`src/rtl/serial_subtractor_if.sv`:
```
// ---------------------------------------------------------------------------
// serial_subtractor_if
//   Bundles the start/done handshake and the operand/result bus of the
//   digit-serial subtractor so requester and datapath share one port.
//
//   Signals (N = operand width):
//     start     requester -> subtractor  request, honoured only while busy==0
//     in1       requester -> subtractor  minuend, captured with accepted start
//     in2       requester -> subtractor  subtrahend, captured with accepted start
//     busy      subtractor -> requester  high while a subtraction is running
//     done      subtractor -> requester  one-cycle pulse, result fields valid
//     diff      subtractor -> requester  in1 - in2 mod 2^N
//     bout      subtractor -> requester  borrow (in1 < in2 unsigned)
//     overflow  subtractor -> requester  signed overflow of the subtraction
//
//   Modports: master = requester side, slave = subtractor side.
// ---------------------------------------------------------------------------
interface serial_subtractor_if #(
  parameter int N = 32
);
  logic         start;
  logic [N-1:0] in1;
  logic [N-1:0] in2;
  logic         busy;
  logic         done;
  logic [N-1:0] diff;
  logic         bout;
  logic         overflow;

  modport master (
    output start, in1, in2,
    input  busy, done, diff, bout, overflow
  );

  modport slave (
    input  start, in1, in2,
    output busy, done, diff, bout, overflow
  );
endinterface

```
`src/rtl/serial_subtractor.sv`:
```
// ---------------------------------------------------------------------------
// serial_subtractor
//   Digit-serial two's-complement subtractor. Computes in1 - in2 as
//   in1 + ~in2 + 1, D bits per clock, least-significant digit first, so one
//   operation takes N/D clocks in RUN plus one DONE cycle.
//
//   Parameters:
//     N  operand/result width (N % D must be 0)
//     D  digit width handled per clock (1 <= D <= N)
//
//   Ports:
//     clk    rising-edge clock
//     rst_n  asynchronous active-low reset
//     bus    serial_subtractor_if slave modport (start/in1/in2 in,
//            busy/done/diff/bout/overflow out, all outputs registered)
// ---------------------------------------------------------------------------
module serial_subtractor #(
  parameter int N = 32,
  parameter int D = 4
) (
  input  logic             clk,
  input  logic             rst_n,
  serial_subtractor_if.slave bus
);

  localparam int NDIG = N / D;
  localparam int CW   = (NDIG > 1) ? $clog2(NDIG) : 1;

  // Reject widths that do not split into whole digits at elaboration time.
  generate
    if ((D < 1) || (D > N) || ((N % D) != 0)) begin : gen_param_check
      $error("serial_subtractor: N must be a multiple of D and 1 <= D <= N");
    end
  endgenerate

  typedef enum logic [1:0] {
    IDLE = 2'd0,
    RUN  = 2'd1,
    DONE = 2'd2
  } state_t;

  state_t        state_q;
  logic [N-1:0]  a_q;
  logic [N-1:0]  b_q;
  logic [N-1:0]  res_q;
  logic [N-1:0]  diff_q;
  logic          carry_q;
  logic          busy_q;
  logic          done_q;
  logic          bout_q;
  logic          ovf_q;
  logic [CW-1:0] cnt_q;

  logic [D-1:0]  digitSum;
  logic [D:0]    carryChain;
  logic [N-1:0]  res_d;
  logic          lastDigit;

  // Ripple full-adder chain for the current digit. The operand registers
  // shift right each RUN cycle, so the active digit always sits in the low
  // D bits. carryChain[D-1] is the carry into the digit's MSB, which on the
  // final digit is the carry into bit N-1 needed for signed overflow.
  always_comb begin
    carryChain    = '0;
    digitSum      = '0;
    carryChain[0] = carry_q;
    for (int i = 0; i < D; i++) begin
      digitSum[i]     = a_q[i] ^ b_q[i] ^ carryChain[i];
      carryChain[i+1] = (a_q[i] & b_q[i]) | (carryChain[i] & (a_q[i] ^ b_q[i]));
    end
  end

  // New digits enter the result register at the top, so after N/D shifts
  // the least-significant digit has arrived at bit 0.
  always_comb begin
    res_d     = (res_q >> D) | (N'(digitSum) << (N - D));
    lastDigit = (cnt_q == CW'(NDIG - 1));
  end

  // Control FSM and datapath registers. Loading subtracts by storing ~in2
  // with an initial carry of 1. Result outputs only update on the
  // completing edge and otherwise hold the previous result.
  always_ff @(posedge clk or negedge rst_n) begin
    if (!rst_n) begin
      state_q <= IDLE;
      a_q     <= '0;
      b_q     <= '0;
      res_q   <= '0;
      diff_q  <= '0;
      carry_q <= 1'b0;
      busy_q  <= 1'b0;
      done_q  <= 1'b0;
      bout_q  <= 1'b0;
      ovf_q   <= 1'b0;
      cnt_q   <= '0;
    end else begin
      case (state_q)
        IDLE: begin
          done_q <= 1'b0;
          if (bus.start) begin
            a_q     <= bus.in1;
            b_q     <= ~bus.in2;
            res_q   <= '0;
            carry_q <= 1'b1;
            cnt_q   <= '0;
            busy_q  <= 1'b1;
            state_q <= RUN;
          end
        end

        RUN: begin
          a_q     <= a_q >> D;
          b_q     <= b_q >> D;
          res_q   <= res_d;
          carry_q <= carryChain[D];
          cnt_q   <= cnt_q + 1'b1;
          if (lastDigit) begin
            diff_q  <= res_d;
            bout_q  <= ~carryChain[D];
            ovf_q   <= carryChain[D-1] ^ carryChain[D];
            busy_q  <= 1'b0;
            done_q  <= 1'b1;
            cnt_q   <= '0;
            state_q <= DONE;
          end
        end

        DONE: begin
          done_q <= 1'b0;
          // busy is low here, so a request is accepted back-to-back.
          if (bus.start) begin
            a_q     <= bus.in1;
            b_q     <= ~bus.in2;
            res_q   <= '0;
            carry_q <= 1'b1;
            cnt_q   <= '0;
            busy_q  <= 1'b1;
            state_q <= RUN;
          end else begin
            state_q <= IDLE;
          end
        end

        default: begin
          state_q <= IDLE;
          busy_q  <= 1'b0;
          done_q  <= 1'b0;
        end
      endcase
    end
  end

  assign bus.busy     = busy_q;
  assign bus.done     = done_q;
  assign bus.diff     = diff_q;
  assign bus.bout     = bout_q;
  assign bus.overflow = ovf_q;

endmodule
```
`src/flat_wrapper.sv`:
```
// flat-port wrapper written by rule: the top's interface ports become plain ports
module serial_subtractor_flat 
#(
  parameter int N = 32,
  parameter int D = 4
)
  (clk, rst_n, bus_start, bus_in1, bus_in2, bus_busy, bus_done, bus_diff, bus_bout, bus_overflow);
  serial_subtractor_if #(.N(N)) bus_i ();
  input  logic clk;
  input  logic rst_n;
  input wire logic [$bits(bus_i.start)-1:0] bus_start;
  input wire logic [$bits(bus_i.in1)-1:0] bus_in1;
  input wire logic [$bits(bus_i.in2)-1:0] bus_in2;
  output wire logic [$bits(bus_i.busy)-1:0] bus_busy;
  output wire logic [$bits(bus_i.done)-1:0] bus_done;
  output wire logic [$bits(bus_i.diff)-1:0] bus_diff;
  output wire logic [$bits(bus_i.bout)-1:0] bus_bout;
  output wire logic [$bits(bus_i.overflow)-1:0] bus_overflow;
  assign bus_i.start = bus_start;
  assign bus_i.in1 = bus_in1;
  assign bus_i.in2 = bus_in2;
  assign bus_busy = bus_i.busy;
  assign bus_done = bus_i.done;
  assign bus_diff = bus_i.diff;
  assign bus_bout = bus_i.bout;
  assign bus_overflow = bus_i.overflow;
  serial_subtractor #(.N(N), .D(D)) u_core (.clk(clk), .rst_n(rst_n), .bus(bus_i));
endmodule
```
`config.mk`:
```
export PLATFORM = sky130hd
export DESIGN_NAME = serial_subtractor_flat
export DESIGN_NICKNAME = d
export VERILOG_FILES = /design/src/rtl/serial_subtractor_if.sv /design/src/rtl/serial_subtractor.sv /design/src/flat_wrapper.sv
export SDC_FILE = /design/constraint.sdc
export NUM_CORES = 1
export LEC_CHECK = 0
export CAP_MARGIN = 20
export CORE_MARGIN = 1
export CORE_UTILIZATION = 54
export CTS_CLUSTER_DIAMETER = 200
export DETAILED_ROUTE_END_ITERATION = 8
export PLACE_DENSITY = 0.8
export SYNTH_ARGS = -nofsm -noshare
export SYNTH_HDL_FRONTEND = slang
export SYNTH_SLANG_ARGS = --single-unit
export TNS_END_PERCENT = 10
```
`constraint.sdc`:
```
create_clock -name clk -period 3.42 [get_ports clk]
set_clock_uncertainty 0.05 [all_clocks]
set_input_delay 0.342 -clock clk [delete_from_list [all_inputs] [get_ports clk]]
set_output_delay 0.342 -clock clk [all_outputs]
set_load 0.03 [all_outputs]
```
==> summary.txt <==
Layout
  • Reg area: between 0.003 and 0.004 sq mm
  • Number of antenna diodes: 0
  • Final core utilization: 69.9%
  • Layout area overhead: 25.1%
  • Final #Nets: 740
  • Share of layout cells above drive strength 1: approximately 16%
  • FILL cells: between 800 and 900
  • Final Cell Area: roughly 0.0085 sq mm
  • Multi-input logic area: 0.00311 sq mm

Worst setup path
  • Critical Path AT: between 3 and 4 ns
  • Kind of critical path: flop to flop
  • R2R depth: 8
  • Worst endpoint required time: 3.67 ns
  • Critical path fanouts, max: 2
  • Crit end category: flop
  • Crit-path cells: inv_1 > fa_1 > inv_1 > fa_1 > fa_1 > fa_1 > mux2_2 > a22o_1
  • Crit-path leading delay family: adder cells
  • Critical path's slowest cell: fa_1
  • Worst Setup Start Kind: flop
  • Levels on crit path: 8
  • CP bufs+invs: 2
  • CP most frequent cell: fa_1
  • Max incr delay on CP: between 0.5 and 0.6 ns

Power and ir drop
  • Seq pwr share: a little under two fifths
  • Static Leak: 3.57 nW
  • Comb power frac: between 30% and 40%
  • Internal power: between 5 and 6 mW
  • PD cells: 927 mW/mm^2
  • Switching fraction of total power: approximately a third
  • Worst IR drop on VDD: 0.385 mV
  • Clock group share of total power: 25.9%
  • P_sw: 2.69 mW

CTS
  • Clock sinks: approximately 130
  • CTS root buf: clkbuf_16
  • CTS Buf Count: 17
  • H-tree levels: 4
  • Clock Tree Buf Depth: 2
  • CTS resizes: 0
  • Worst skew pair latency: about 0.42 ns
  • CTS tree: built
  • Reg clk slew, reported paths: ~0.060 ns

Floorplan
  • Row Count: 40
  • Initial Util: a little under three fifths
  • I/O pin cnt: a little over 100
  • Die area: ~0.013 sq mm
  • Die Width: 114 microns
  • Die Span Y: roughly 110 microns
  • Core area: between 0.01 and 0.015 sq mm

Synth
  • Syn_nets: ~660
  • Post-synth top flop: dfrtp_1
  • Fraction of registers with async set/reset: 100%
  • Seq cells post-synth: roughly 130
  • Mapped Cells: between 500 and 600
  • Area leader, netlist: dfrtp_1
  • Synth warnings: 0
  • Most frequent cells after synthesis: dfrtp_1 (134), nor2b_1 (76), mux2i_1 (64)
  • Synthesized cell area: 0.00677 sq mm
  • Syn Area/Cell: between 10 and 15 sq um
  • Sequential area share after synthesis: between 40% and 50%
  • Area share of the largest cell type after synthesis: between 40% and 50%
  • Top post-synthesis cells by area: dfrtp_1 (50%), mux2i_1 (9.5%), mux2_2 (7.8%), nor2b_1 (7.0%), a21oi_1 (4.0%)
  • Most instantiated library cell after synthesis: dfrtp_1
  • Yosys cell types: 29
  • EDFF count, synth: 0

GRT
  • Number of global-route vias before repair: roughly 4700
  • Largest net degree at the start of global routing: 88
  • Initial antenna violation count: 0
  • First-pass GRT wire length: roughly 23000 microns
  • GRT overflow: 0
  • Total track usage: about 23%

STA
  • Final Hold Fails: 0
  • Hold Slack: about 0.45 ns
  • Final Critical Period: around 2.8 ns
  • Setup TNS: 0 ns
  • Worst rel slew slack: between 40% and 50%
  • Fin. max-slew vios: 0
  • Slew @ Worst Pin: 0.790 ns
  • Final worst path period share: roughly four fifths
  • Max Fclk: between 300 and 400 MHz
  • Unrepaired setup endpoints after global routing: no
  • Final setup violation count: 0

Place
  • DP HPWL: 8820 microns
  • Placed inst area: a little under 0.008 sq mm
  • # port buffers: 102
  • Final GP Congestion: 0.767

Drt
  • Antenna-violating nets left: 0
  • Routed wire per std cell: around 16 microns
  • Routed WL: 13900 microns
  • Post-route DRC: 0
  • Via count: ~4700
  • Vias/cell: about 5.6
  • DRT iter0 DRCs: 320
  • Pre-antenna DRT Iters: 4

Run status
  • Status: finished clean

Min path
  • Hold Crit Class: flop to flop
  • WHS Path Cells: 1

Flow run
  • Maxcap violations: 0
==> layout by cell type (no fill, tap or decap), types with 3 or more instances in the layout <==
master,instances
fa_1,4
clkdlybuf4s50_1,100
clkinv_2,3
nor2b_1,76
buf_4,9
a211oi_1,27
inv_1,8
a21oi_1,54
nand2_1,16
o21ai_0,15
a22o_1,30
clkbuf_16,17
nor3_1,27
bufinv_16,5
mux2_4,13
dfrtp_1,132
mux2i_1,64
clkbuf_8,3
mux2_2,47
and2b_1,7
==> cell families (layout without fill, tap and decap cells) <==
family          Yosys count  after routing  synth area share, %
xor+xnor                  1              1                0.129
compound gates          131            131                 12.6
flops                   134            134                 49.5
simple gates            133            133                 11.5
fa+ha+maj                 6              6                 1.55
mux                     124            124                 20.2
buf+inv                  56            151                 4.57
==> power by group through the flow <==
stage / logic (mW) / clock network, mW / registers, mW
2_1_floorplan: 1.89 / 0 / 3.03
3_3_place_gp: 2.73 / 0 / 2.91
3_5_place_dp: 2.87 / 0 / 2.96
4_1_cts: 2.89 / 2.06 / 2.94
5_1_grt: 3.14 / 2.13 / 3.05
6_report: 2.87 / 2.03 / 2.95
==> flip-flops by register name (all words and copies together), names as in the netlist <==
| name | count |
|---|---|
| u_core.a_q | 32 |
| u_core.b_q | 32 |
| u_core.bus.diff | 32 |
| u_core.res_q | 28 |
| u_core.cnt_q | 3 |
| u_core.state_q | 2 |
| u_core.bus.bout | 1 |
| u_core.bus.busy | 1 |
| u_core.bus.done | 1 |
| u_core.bus.overflow | 1 |
| u_core.carry_q | 1 |
==> worst paths after layout <==
check,from,to,slack [ns]
setup / recovery,u_core.b_q[0],u_core.res_q[31],0.63
hold / removal,u_core.bus.diff[8],u_core.bus.diff[8],0.45
setup reg to reg,u_core.b_q[0],u_core.res_q[31],0.63
hold reg to reg,u_core.bus.diff[8],u_core.bus.diff[8],0.45
max in group asynchronous,rst_n,u_core.bus.diff[30],1.91
min in group asynchronous,rst_n,u_core.bus.diff[7],0.52
==> layout make-up <==
class,instances,area share [%]
Timing Repair Buffer,111,12.9
Tap cell,168,2.48
Clock buffer,20,5.51
Sequential cell,134,39.7
Clock inverter,12,2.34
Multi-Input combinational cell,395,36.7
Inverter,8,0.355
==> routing by layer <==
| layer | track usage [%] | wire (microns) | vias to the layer above |
|---|---|---|---|
| li1 | - | - | 2262 |
| met2 | 38.3 | 6890 | 98 |
| met3 | 6.00 | 594 | 13 |
| met5 | 0 | 0 | - |
| met4 | 7.62 | 130 | 0 |
| met1 | 29.4 | 6280 | 2335 |
==> worst reg2reg max path: stages (launching register included) <==
cell	delay (ns)
dfrtp_1	0.38
inv_1	0.10
fa_1	0.18
inv_1	0.05
fa_1	0.46
fa_1	0.49
fa_1	0.51
mux2_2	0.27
a22o_1	0.18
==> repair_timing <==
item / CTS / global route
hold endpoints to repair: 85 / 0
setup endpoints to repair: 0 / 0
hold buffers: 1 / 0
buffers inserted: 0 / 0
==> per-stage QoR <==
stage               setup WS [ns]  power, mW  instances
floorplan                   0.754       4.92        585
global placement            0.695       5.64        815
detailed placement          0.620       5.83        815
CTS                         0.618       7.90        848
global route                0.517       8.32        848
finish                      0.629       7.85        848
Power figures use the tool's default switching activity.
